**src/rtl/key_event_decoder.sv**
```systemverilog
// Turns a debounced key level into one-cycle press/release/long/repeat pulses plus a held level.
// A key held through reset must be released before any press is accepted.
module key_event_decoder #(
   parameter int unsigned          NBITS         = 24,
   parameter logic                 PRESS_LEVEL   = 1'b1,
   parameter logic [NBITS-1:0]     LONG_CYCLES   = 24'd20_000_000,
   parameter logic [NBITS-1:0]     REPEAT_CYCLES = 24'd5_000_000,
   parameter bit                   REPEAT_EN     = 1'b1
) (
   input  logic clk,
   input  logic rst_n,
   input  logic key_i,
   output logic press_o,
   output logic release_o,
   output logic long_o,
   output logic repeat_o,
   output logic held_o
);

   typedef enum logic [1:0] {StWaitRel, StIdle, StPressed, StLong} state_t;

   localparam logic [NBITS-1:0] LongLast   = LONG_CYCLES - NBITS'(1);
   localparam logic [NBITS-1:0] RepeatLast = REPEAT_CYCLES - NBITS'(1);

   state_t           r_state;
   logic [NBITS-1:0] r_cnt;
   logic             r_press;
   logic             r_release;
   logic             r_long;
   logic             r_repeat;
   logic             r_held;
   logic             w_pressed;

   assign w_pressed = (key_i == PRESS_LEVEL);

   always_ff @(posedge clk or negedge rst_n) begin
      if (!rst_n) begin
         r_state   <= StWaitRel;
         r_cnt     <= '0;
         r_press   <= 1'b0;
         r_release <= 1'b0;
         r_long    <= 1'b0;
         r_repeat  <= 1'b0;
         r_held    <= 1'b0;
      end else begin
         r_press   <= 1'b0;
         r_release <= 1'b0;
         r_long    <= 1'b0;
         r_repeat  <= 1'b0;
         case (r_state)
            StWaitRel: begin
               r_held <= 1'b0;
               if (!w_pressed) r_state <= StIdle;
            end
            StIdle: begin
               if (w_pressed) begin
                  r_state <= StPressed;
                  r_cnt   <= '0;
                  r_press <= 1'b1;
                  r_held  <= 1'b1;
               end else begin
                  r_held  <= 1'b0;
               end
            end
            StPressed: begin
               // Release takes priority over a terminal count on the same edge.
               if (!w_pressed) begin
                  r_state   <= StIdle;
                  r_release <= 1'b1;
                  r_held    <= 1'b0;
                  r_cnt     <= '0;
               end else if (r_cnt == LongLast) begin
                  r_state <= StLong;
                  r_long  <= 1'b1;
                  r_cnt   <= '0;
               end else begin
                  r_cnt   <= r_cnt + NBITS'(1);
               end
            end
            StLong: begin
               if (!w_pressed) begin
                  r_state   <= StIdle;
                  r_release <= 1'b1;
                  r_held    <= 1'b0;
                  r_cnt     <= '0;
               end else if (REPEAT_EN && (r_cnt == RepeatLast)) begin
                  r_repeat <= 1'b1;
                  r_cnt    <= '0;
               end else if (r_cnt != '1) begin
                  r_cnt    <= r_cnt + NBITS'(1);
               end
            end
            default: begin
               r_state <= StWaitRel;
               r_cnt   <= '0;
               r_held  <= 1'b0;
            end
         endcase
      end
   end

   assign press_o   = r_press;
   assign release_o = r_release;
   assign long_o    = r_long;
   assign repeat_o  = r_repeat;
   assign held_o    = r_held;

endmodule

```
**config.mk**
```make
export PLATFORM = sky130hd
export DESIGN_NAME = key_event_decoder
export DESIGN_NICKNAME = d
export VERILOG_FILES = /design/src/rtl/key_event_decoder.sv
export SDC_FILE = /design/constraint.sdc
export NUM_CORES = 1
export LEC_CHECK = 0
export CAP_MARGIN = 5
export CORE_ASPECT_RATIO = 1.5
export CORE_UTILIZATION = 59
export CTS_CLUSTER_DIAMETER = 120
export CTS_CLUSTER_SIZE = 20
export DETAILED_ROUTE_END_ITERATION = 10
export PLACE_DENSITY = 0.75
export SETUP_SLACK_MARGIN = 0.5
export SKIP_CTS_REPAIR_TIMING = 1
export SYNTH_ARGS = -nofsm -noshare
export SYNTH_HDL_FRONTEND = slang
export SYNTH_SLANG_ARGS = --single-unit
export TNS_END_PERCENT = 5
```
**constraint.sdc**
```tcl
create_clock -name clk -period 2.93 [get_ports clk]
set_clock_uncertainty 0.2 [all_clocks]
set_input_delay 0.586 -clock clk [delete_from_list [all_inputs] [get_ports clk]]
set_output_delay 0.586 -clock clk [all_outputs]
set_load 0.05 [all_outputs]
```
# ---- Word-level counts from Yosys, hierarchy flattened
# Cells that the tools add are included.
dict set report totals {
  out_inout_bits 5
  latch_bits 0
  ramBits 0
  mem_bits_ro 0
  wordCells 49
  register_bits 31
  in_bits 3
  n_memories 0
}
dict set report classes {
  bitwise 0
  n_mux 24
  n_reduce_logical 6
  div 0
  eq_ne 11
  n_shift 0
  n_lt_le_gt_ge 0
  multipliers 0
  add_sub_neg 1
}
# cell n
set ops {}
lappend ops {{two-way mux 24 bit} 6}
lappend ops {{one-hot mux 24 bit (3 select lines)} 1}
lappend ops {{adder 24 x 1 -> 24 bit, second input constant} 1}
lappend ops {{equality test 24 x 22 -> 1 bit, second input constant} 1}
lappend ops {{equality test 24 x 23 -> 1 bit, second input constant} 1}
lappend ops {{inequality test 24 bit, second input constant} 1}
lappend ops {{two-way mux 1 bit} 11}
lappend ops {{two-way mux 2 bit} 4}
lappend ops {{inequality test 2 bit, second input constant} 3}
lappend ops {{one-hot mux 2 bit (3 select lines)} 1}
lappend ops {{AND reduction 3 bit} 2}
lappend ops {{equality test 2 bit, second input constant} 2}
lappend ops {{inequality test 4 bit, second input constant} 1}
lappend ops {{OR reduction 2 bit} 2}
lappend ops {{inequality test 3 bit, second input constant} 1}
lappend ops {{one-hot mux 1 bit (3 select lines)} 1}
lappend ops {{nonzero test 3 bit} 1}
lappend ops {{equality test 2 x 1 -> 1 bit, second input constant} 1}
lappend ops {{logical NOT 2 bit} 1}

# ---- Longest topological paths before layout
# Gate-level depths: netlist (run 1).
dict set report logic_depth {
  depth_word 5
  ltp_mapped 9
  mapped_depth_nobuf 8
}

# ---- Worst setup path before layout (run 1)
# OpenSTA, ideal clock, no wires.
dict set report synth_path {
  path_type {register -> register}
  start {reg r_cnt[15]}
  end {reg r_cnt[19]}
  required_ns 2.602
  setup_slack_ns 0.423
  synth_period_minus_slack_ns 2.507
  t_arrival_ns 2.179
  n_path_buf 2
  stages_incl_launch_ff 9
  setup_ns 0.128
  path_cell_list {dfrtp_1 > or4_1 > or3_1 > o21ba_1 > or2_1 > buf_6 > buf_6 > a31oi_1 > o31ai_1}
}
dict set report synth_via {
  elab_chain_cells 5
  elab_cells_between_ends 12
  classes_between {add/sub (1); eq/ne (4); mux (6); reduce/logical (1)}
}
# element line_no
set synth_lines {}
lappend synth_lines {{from (decl)} 26} ;# logic [NBITS-1:0] r_cnt;
lappend synth_lines {{from (signal assigned)} 77} ;# r_cnt <= r_cnt + NBITS'(1);
lappend synth_lines {{from (signal assigned)} 90} ;# r_cnt <= r_cnt + NBITS'(1);
lappend synth_lines {{adder 24 x 1 -> 24 bit} {77, 90}}
lappend synth_lines {{two-way mux 24 bit} 89} ;# end else if (r_cnt != '1) begin
lappend synth_lines {{two-way mux 24 bit} 86} ;# end else if (REPEAT_EN && (r_cnt == RepeatLast)) begin
lappend synth_lines {{two-way mux 24 bit} 81} ;# if (!w_pressed) begin
lappend synth_lines {{one-hot mux 24 bit (3 select lines)} 50} ;# case (r_state)
# Parallel ways exist; a longest one is shown, timed or not. The select of a mux whose other input is x is not followed.
# A chain may end at the register's enable or synchronous reset.

# ---- Final worst setup path (run 1)
dict set report layout_path {
  start {reg r_cnt[12]}
  end {reg r_cnt[8]}
}
dict set report layout_via {
  elab_chain_cells 4
  elab_cells_between_ends 10
  classes_between {eq/ne (4); mux (5); reduce/logical (1)}
}
# element line_no
set layout_lines {}
lappend layout_lines {{equality test 24 x 23 -> 1 bit / equality test 24 x 22 -> 1 bit (equally long branches)} {86, 72}}
lappend layout_lines {{two-way mux 24 bit, on equally long branches} {86, 72}}
lappend layout_lines {{two-way mux 24 bit, on equally long branches} {81, 67}}
lappend layout_lines {{one-hot mux 24 bit (3 select lines)} 50}
# Parallel ways exist; a longest one is shown, timed or not.

==> impl_metrics.csv, run 1 <==
group,metric,value,unit
status,run_status,"finished clean",
clock_network,insertion_delay,0.29,ns
placed_design,dpl.hpwl,3.159,mm
sta,setup_viol,0,
synth,synthesized_net_count,223,
route,drt_first_pass_iters,4,
power_and_ir_drop,leakagePower,0.8990,nW
job,timing.max_cap.violations,0,
route,antenna_violating_nets_post_route,0,
route,dr_total_vias,1712,
finish,syn_to_final_growth,18.40,%
synth,synthesis.instances,215,
clock_network,tritoncts_num_sinks,31,
sta,fin_worst_hold_slack,0.3533,ns
global_routing,use_met3,0.05685,
global_routing,grt_first_pass_wirelength,7.438,mm
floorplan,std_cell_rows,24,
setup_path,endpoint_required_time_on_the_critical_path,2.91,ns
synth,post_synth_top_flop,"sky130_fd_sc_hd__dfrtp_1",
sta,drv_slew,0,
setup_path,worstSetupStartpointType,"register",
synth,seq_area_frac_synth,0.4273,
route,remaining_drc_errors,0,
global_routing,largest_net_degree_at_the_start_of_global_routing,32,
placed_design,buffer_ports.inserted,7,
global_routing,grt_most_used_layer,"met2",
setup_path,worstPathArrival,2.59,ns
clock_network,tritoncts,"done",
finish,layout.cell_area.non_filler,2150,µm²
route,drt_first_iter_violations,87,
floorplan,ios,8,
finish,diodes,0,
route,drt_wirelength,4.577,mm
placed_design,dpl-instance-area,1951,µm²
synth,ys_async_sr_fraction,1.000,
global_routing,globalRouteOverflowTotal,0,
sta,final.setup.worst_slack,0.3183,ns
finish,drive_gt1_frac,0.1368,
placed_design,place.detailed.instances,260,
synth,post_synth_instance_area,1815,µm²
synth,synthesis.area_per_instance,8.444,µm²
power_and_ir_drop,worst_ir_drop_vdd,0.5212,mV
hold_path,min-delay-path-class,"register to register",
placed_design,gp_routability_congestion,0.9354,
synth,netlist.top_cell.by_area,"sky130_fd_sc_hd__dfrtp_1",
sta,worstMarginPinSlew,0.5380,ns
floorplan,die_height,69.94,µm
sta,finalHoldViolCount,0,
clock_network,clock_root_cell,"sky130_fd_sc_hd__clkbuf_8",
clock_network,numCtsBuffers,5,
global_routing,globalRouteTotalUtil,0.3136,
floorplan,core,2913,µm²
finish,non_filler_instance_count_after_layout,273,
synth,syn_warnings,0,
clock_network,cts_max_level,2,
placed_design,dpl_worst_slack,0.1848,ns
global_routing,met1_usage,0.3697,
sta,final.min_clock_period,2.612,ns
synth,synth-seq-cells,31,
synth,synth-edff-count,0,
global_routing,via_count_of_the_first_global_routing_pass,1653,
clock_network,clockBufferDepth,2,
setup_path,crit_path_end_kind,"register",
route,avgRoutedWirePerCell,16.77,µm
finish,nNetsFinal,241,
power_and_ir_drop,power.density_cell_area,675.6,nW/µm²
route,routed_via_density,6.271,
synth,yosys.area.top_type_share,0.4273,
sta,timing.fmax,382.9,MHz
setup_path,critical_path.max_fanout,8,
sta,finalCritPeriodShare,0.8914,
sta,grt_setup_unrepaired,"yes",
sta,maxSlewHeadroom,0.6380,
clock_network,cts.reportedPaths.clkPinSlew,0.07,ns
setup_path,criticalPathCategory,"register to register",
synth,synth.top_cells.by_area,"sky130_fd_sc_hd__dfrtp_1, sky130_fd_sc_hd__nand2_1, sky130_fd_sc_hd__o21ai_0, sky130_fd_sc_hd__nand3_1, sky130_fd_sc_hd__ha_1",
floorplan,die_x,47.29,µm
global_routing,grt_use_met2,0.5038,
global_routing,antenna_found_initial,0,
floorplan,die_area,3307,µm²
synth,synth.lib_cells_used.distinct,36,
floorplan,floorplan.initialDensity,0.6233,
sta,setup_tns,0,ns
registers in the layout, indices dropped and copies added, names as in the netlist:
signal     count
long_o         1
r_state        2
r_cnt         24
press_o        1
release_o      1
held_o         1
repeat_o       1
kinds of logic after synthesis:
group | share of synthesized area
DFF | 0.4273
adders and majority gates | 0.03446
and+or+nand+nor | 0.2833
AOI/OAI and AO/OA | 0.1985
buffers and inverters | 0.05651
report_power, final:
group          switching, mW  internal [mW]
combinational          0.336          0.243
clock                  0.159          0.214
sequential            0.0346          0.465
critical path, stage by stage, from the launching register on:
cell	delay, ns
sky130_fd_sc_hd__dfrtp_1	0.42
sky130_fd_sc_hd__or4_4	0.55
sky130_fd_sc_hd__or3_4	0.35
sky130_fd_sc_hd__o21ba_4	0.24
sky130_fd_sc_hd__or2_1	0.25
sky130_fd_sc_hd__buf_6	0.14
sky130_fd_sc_hd__and2_4	0.15
sky130_fd_sc_hd__a22o_1	0.19
worst paths after layout:
path                       slack [ns]  cells after the start      start       end
max                              0.32                      7  r_cnt[12]  r_cnt[8]
min                              0.35                      2   r_cnt[1]  r_cnt[1]
min reg2reg                      0.35                      2   r_cnt[1]  r_cnt[1]
min in group asynchronous        0.49                      2      rst_n  r_cnt[1]
max in group asynchronous        1.75                      2      rst_n  repeat_o
max reg2reg                      0.32                      7  r_cnt[12]  r_cnt[8]
cell usage after synthesis (2+ instances only):
cell type	n
sky130_fd_sc_hd__buf_6	2
sky130_fd_sc_hd__or3_1	10
sky130_fd_sc_hd__and2_1	3
sky130_fd_sc_hd__clkbuf_1	4
sky130_fd_sc_hd__a31oi_1	2
sky130_fd_sc_hd__o31ai_1	4
sky130_fd_sc_hd__a22o_1	3
sky130_fd_sc_hd__inv_1	12
sky130_fd_sc_hd__or4_1	2
sky130_fd_sc_hd__a21boi_0	3
sky130_fd_sc_hd__a21o_1	3
sky130_fd_sc_hd__a2bb2oi_1	4
sky130_fd_sc_hd__and3_1	3
sky130_fd_sc_hd__a21oi_1	10
sky130_fd_sc_hd__nand3_1	14
sky130_fd_sc_hd__ha_1	5
sky130_fd_sc_hd__nor2b_1	2
sky130_fd_sc_hd__nor2_1	14
sky130_fd_sc_hd__nor3b_1	2
sky130_fd_sc_hd__dfrtp_1	31
sky130_fd_sc_hd__buf_2	4
sky130_fd_sc_hd__nand2_1	27
sky130_fd_sc_hd__o21ai_0	20
sky130_fd_sc_hd__nor3_1	7
sky130_fd_sc_hd__nand4_1	7
sky130_fd_sc_hd__nor4_1	7
through the flow:
step / utilization / total power, mW
final: 0.7380 / 1.452
after floorplan: - / 0.8767
after global routing: 0.7380 / 1.533
after CTS: 0.7040 / 1.375
after detailed placement: 0.6697 / 1.000
after global placement: 0.6697 / 0.9810
cell type report:
cell class	count	area (µm²)
clock buffers	8	100.1
fillers	219	763.2
inverters	12	45.04
multi-input cells	162	988.4
flip-flops and latches	31	775.7
well taps	39	48.80
repair buffers	21	191.4
routing by layer:
| layer | vias up | share of wire |
|---|---|---|
| met5 | - | 0 |
| met3 | 13 | 0.034 |
| met4 | 0 | 0.029 |
| met2 | 45 | 0.54 |
| li1 | 822 | - |
| met1 | 832 | 0.40 |
cells in the final DEF (no fill, tap or decap), drive strengths merged, types with 2 or more instances in the layout:
| cell | n |
|---|---|
| and3 | 3 |
| a21o | 3 |
| a21boi | 3 |
| or4 | 2 |
| and2 | 3 |
| nand3 | 14 |
| nor3 | 7 |
| ha | 5 |
| buf | 14 |
| nor2 | 14 |
| a31oi | 2 |
| a21oi | 10 |
| o21ai | 21 |
| clkdlybuf4s50 | 7 |
| clkbuf | 8 |
| a2bb2oi | 4 |
| nor3b | 2 |
| a22o | 3 |
| dfrtp | 31 |
| or3 | 10 |
| nand4 | 7 |
| inv | 12 |
| nand2 | 27 |
| o31ai | 4 |
| nor2b | 2 |
| nor4 | 7 |
Power figures use the tool's default switching activity.
==> inputs of run 2 (changes only) <==
--- a/config.mk
+++ b/config.mk
@@ -7,10 +7,12 @@
 export LEC_CHECK = 0
 export CAP_MARGIN = 5
 export CORE_ASPECT_RATIO = 1.5
-export CORE_UTILIZATION = 59
+export CORE_MARGIN = 2
+export CORE_UTILIZATION = 62
 export CTS_CLUSTER_DIAMETER = 120
 export CTS_CLUSTER_SIZE = 20
 export DETAILED_ROUTE_END_ITERATION = 10
+export DONT_BUFFER_PORTS = 1
 export PLACE_DENSITY = 0.75
 export SETUP_SLACK_MARGIN = 0.5
 export SKIP_CTS_REPAIR_TIMING = 1
==> constraint.sdc (replaced) <==
create_clock -name clk -period 2.93 [get_ports clk]
set_clock_uncertainty 0.2 [all_clocks]
set_input_delay 0.879 -clock clk [delete_from_list [all_inputs] [get_ports clk]]
set_output_delay 0.879 -clock clk [all_outputs]
set_load 0.05 [all_outputs]
==> run 2 against run 1 <==
Against the previous run:
- non-clock buffer count is 11 lower
- cell area is 4.2% lower
- combinational power is 20% lower
- count of clock-buffer cells in the layout stayed put
==> impl_metrics.csv, run 2 (synthesis gave the netlist of run 1 again) <==
group,metric,value,unit
setup_path,critical_path_cell_sequence,"or4_4 -> or3_4 -> o21ba_4 -> or2_4 -> and2_4 -> a22o_1",
setup_path,worstSetupStartpointType,"register",
route,drt_first_pass_iters,4,
route,drt_wirelength,4.844,mm
sta,finalCritPeriodShare,0.8512,
global_routing,largest_net_degree_at_the_start_of_global_routing,32,
power_and_ir_drop,power_after_layout,1.385,mW
finish,diodes,0,
global_routing,antenna_found_initial,0,
clock_network,clockBufferDepth,2,
floorplan,die_area,3386,µm²
sta,timing.fmax,401.0,MHz
floorplan,floorplan.initialDensity,0.6364,
clock_network,numCtsBuffers,5,
status,run_status,"finished clean",
finish,reg.largest.list,"r_cnt: 24 flops, r_state: 2 flops",
finish,number_of_flip_flops_under_the_largest_register_name,24,
setup_path,critPathMaxStageDelay,0.54,ns
route,dr_total_vias,1705,
global_routing,globalRouteTotalUtil,0.3020,
floorplan,std_cell_rows,24,
floorplan,ios,8,
clock_network,tritoncts_num_sinks,31,
setup_path,worstPathArrival,2.47,ns
hold_path,min-delay-path-class,"input pin to asynchronous set/reset pin",
clock_network,insertion_delay,0.28,ns
clock_network,cts_max_level,2,
sta,maxSlewHeadroom,0.6283,
setup_path,r2r_end,"r_cnt[8]",
route,antenna_violating_nets_post_route,0,
finish,syn_to_final_growth,13.37,%
sta,drv_slew,0,
sta,setup_tns,0,ns
route,remaining_drc_errors,0,
setup_path,critical-path-slowest-cell,"sky130_fd_sc_hd__or4_4",
power_and_ir_drop,worst_ir_drop_vdd,0.5016,mV
route,drt_first_iter_violations,84,
finish,nNetsFinal,231,
sta,setup_viol,0,
setup_path,r2r_setup_slack,0.44,ns
setup_path,criticalPathCategory,"register to register",
placed_design,gp_routability_congestion,0.9326,
job,timing.max_cap.violations,0,
clock_network,clock_root_cell,"sky130_fd_sc_hd__clkbuf_8",
placed_design,dpl.hpwl,3.110,mm
clock_network,cts.reportedPaths.clkPinSlew,0.06,ns
sta,finalHoldViolCount,0,
setup_path,endpoint_required_time_on_the_critical_path,2.90,ns
floorplan,die_height,70.28,µm
power_and_ir_drop,power.density_cell_area,673.0,nW/µm²
floorplan,core,2853,µm²
setup_path,critical_path.max_fanout,8,
sta,grt_setup_unrepaired,"yes",
global_routing,grt_first_pass_wirelength,7.217,mm
power_and_ir_drop,leakagePower,0.8411,nW
placed_design,buffer_ports.inserted,0,
finish,layout_commonest_cell,"sky130_fd_sc_hd__dfrtp_1",
sta,final.min_clock_period,2.494,ns
floorplan,die_x,48.19,µm
clock_network,tritoncts,"done",
finish,drive_gt1_frac,0.1518,
finish,regMostFlops,"r_cnt",
setup_path,startpoint_of_the_most_critical_register_to_register_path,"r_cnt[12]",
route,avgRoutedWirePerCell,18.42,µm
setup_path,crit_path_end_kind,"register",
sta,worstMarginPinSlew,0.5525,ns
global_routing,globalRouteOverflowTotal,0,
route,routed_via_density,6.483,
setup_path,register_to_register_path_depth,6,
finish,most_used_cells_in_the_layout_excluding_fill_and_tap_cells,"sky130_fd_sc_hd__dfrtp_1, sky130_fd_sc_hd__nand2_1, sky130_fd_sc_hd__o21ai_0",
global_routing,via_count_of_the_first_global_routing_pass,1594,
## run 2: cell types whose count changed in the layout (fill, tap and decap cells not counted), moves of 2 or more
cell / delta
sky130_fd_sc_hd__clkdlybuf4s50_1: -7
sky130_fd_sc_hd__buf_4: -4
sky130_fd_sc_hd__nor4_1: -2
sky130_fd_sc_hd__nor4_2: +2
## run 2: per-layer routing
metal	global-route usage	up-vias	routed length, µm
li1	-	799	-
met1	0.3532	809	1804
met2	0.4810	73	2554
met3	0.06202	24	245
met4	0.1682	0	240
met5	0	-	0
## run 2: cell type report
cell class | instances | area, µm²
multi-input cells | 163 | 1005
flip-flops and latches | 31 | 777.0
repair buffers | 10 | 82.58
fillers | 229 | 794.5
well taps | 39 | 48.80
inverters | 12 | 45.04
clock buffers | 8 | 100.1
## run 2: worst max path at each step
stage                           end  slack [ns]  depth (start not counted)  startpoint
after global placement     r_cnt[8]        0.27                          6   r_cnt[23]
final                      r_cnt[8]        0.44                          6   r_cnt[12]
after global routing      r_cnt[23]        0.38                          8   r_cnt[12]
after detailed placement   r_cnt[8]        0.23                          6   r_cnt[23]
after CTS                  r_cnt[8]        0.22                          6   r_cnt[23]
after floorplan           r_cnt[19]        0.48                          8   r_cnt[23]
## run 2: report_power, final
group / internal (mW) / switching [mW] / total [mW]
logic: 0.187 / 0.279 / 0.466
clock network: 0.214 / 0.155 / 0.370
registers: 0.466 / 0.0844 / 0.550
## run 2: critical path: cells and delay by family, from the launching register on
family             cells  cell delay [ns]
AOI/OAI and AO/OA      2             0.41
DFF                    1             0.40
and+or+nand+nor        4             1.37
## run 2: metrics by stage
stage / hold slack, ns / worst slack [ns] / cells / area (µm²) / utilization
2_1_floorplan: 0.2863 / 0.4768 / 215 / 1822 / -
6_report: 0.08251 / 0.4361 / 263 / 2058 / 0.7215
4_1_cts: 0.07455 / 0.2151 / 257 / 1951 / 0.6838
3_3_place_gp: 0.3159 / 0.2743 / 249 / 1851 / 0.6487
5_1_grt: 0.06472 / 0.3783 / 263 / 2058 / 0.7215
3_5_place_dp: 0.3387 / 0.2296 / 249 / 1851 / 0.6487
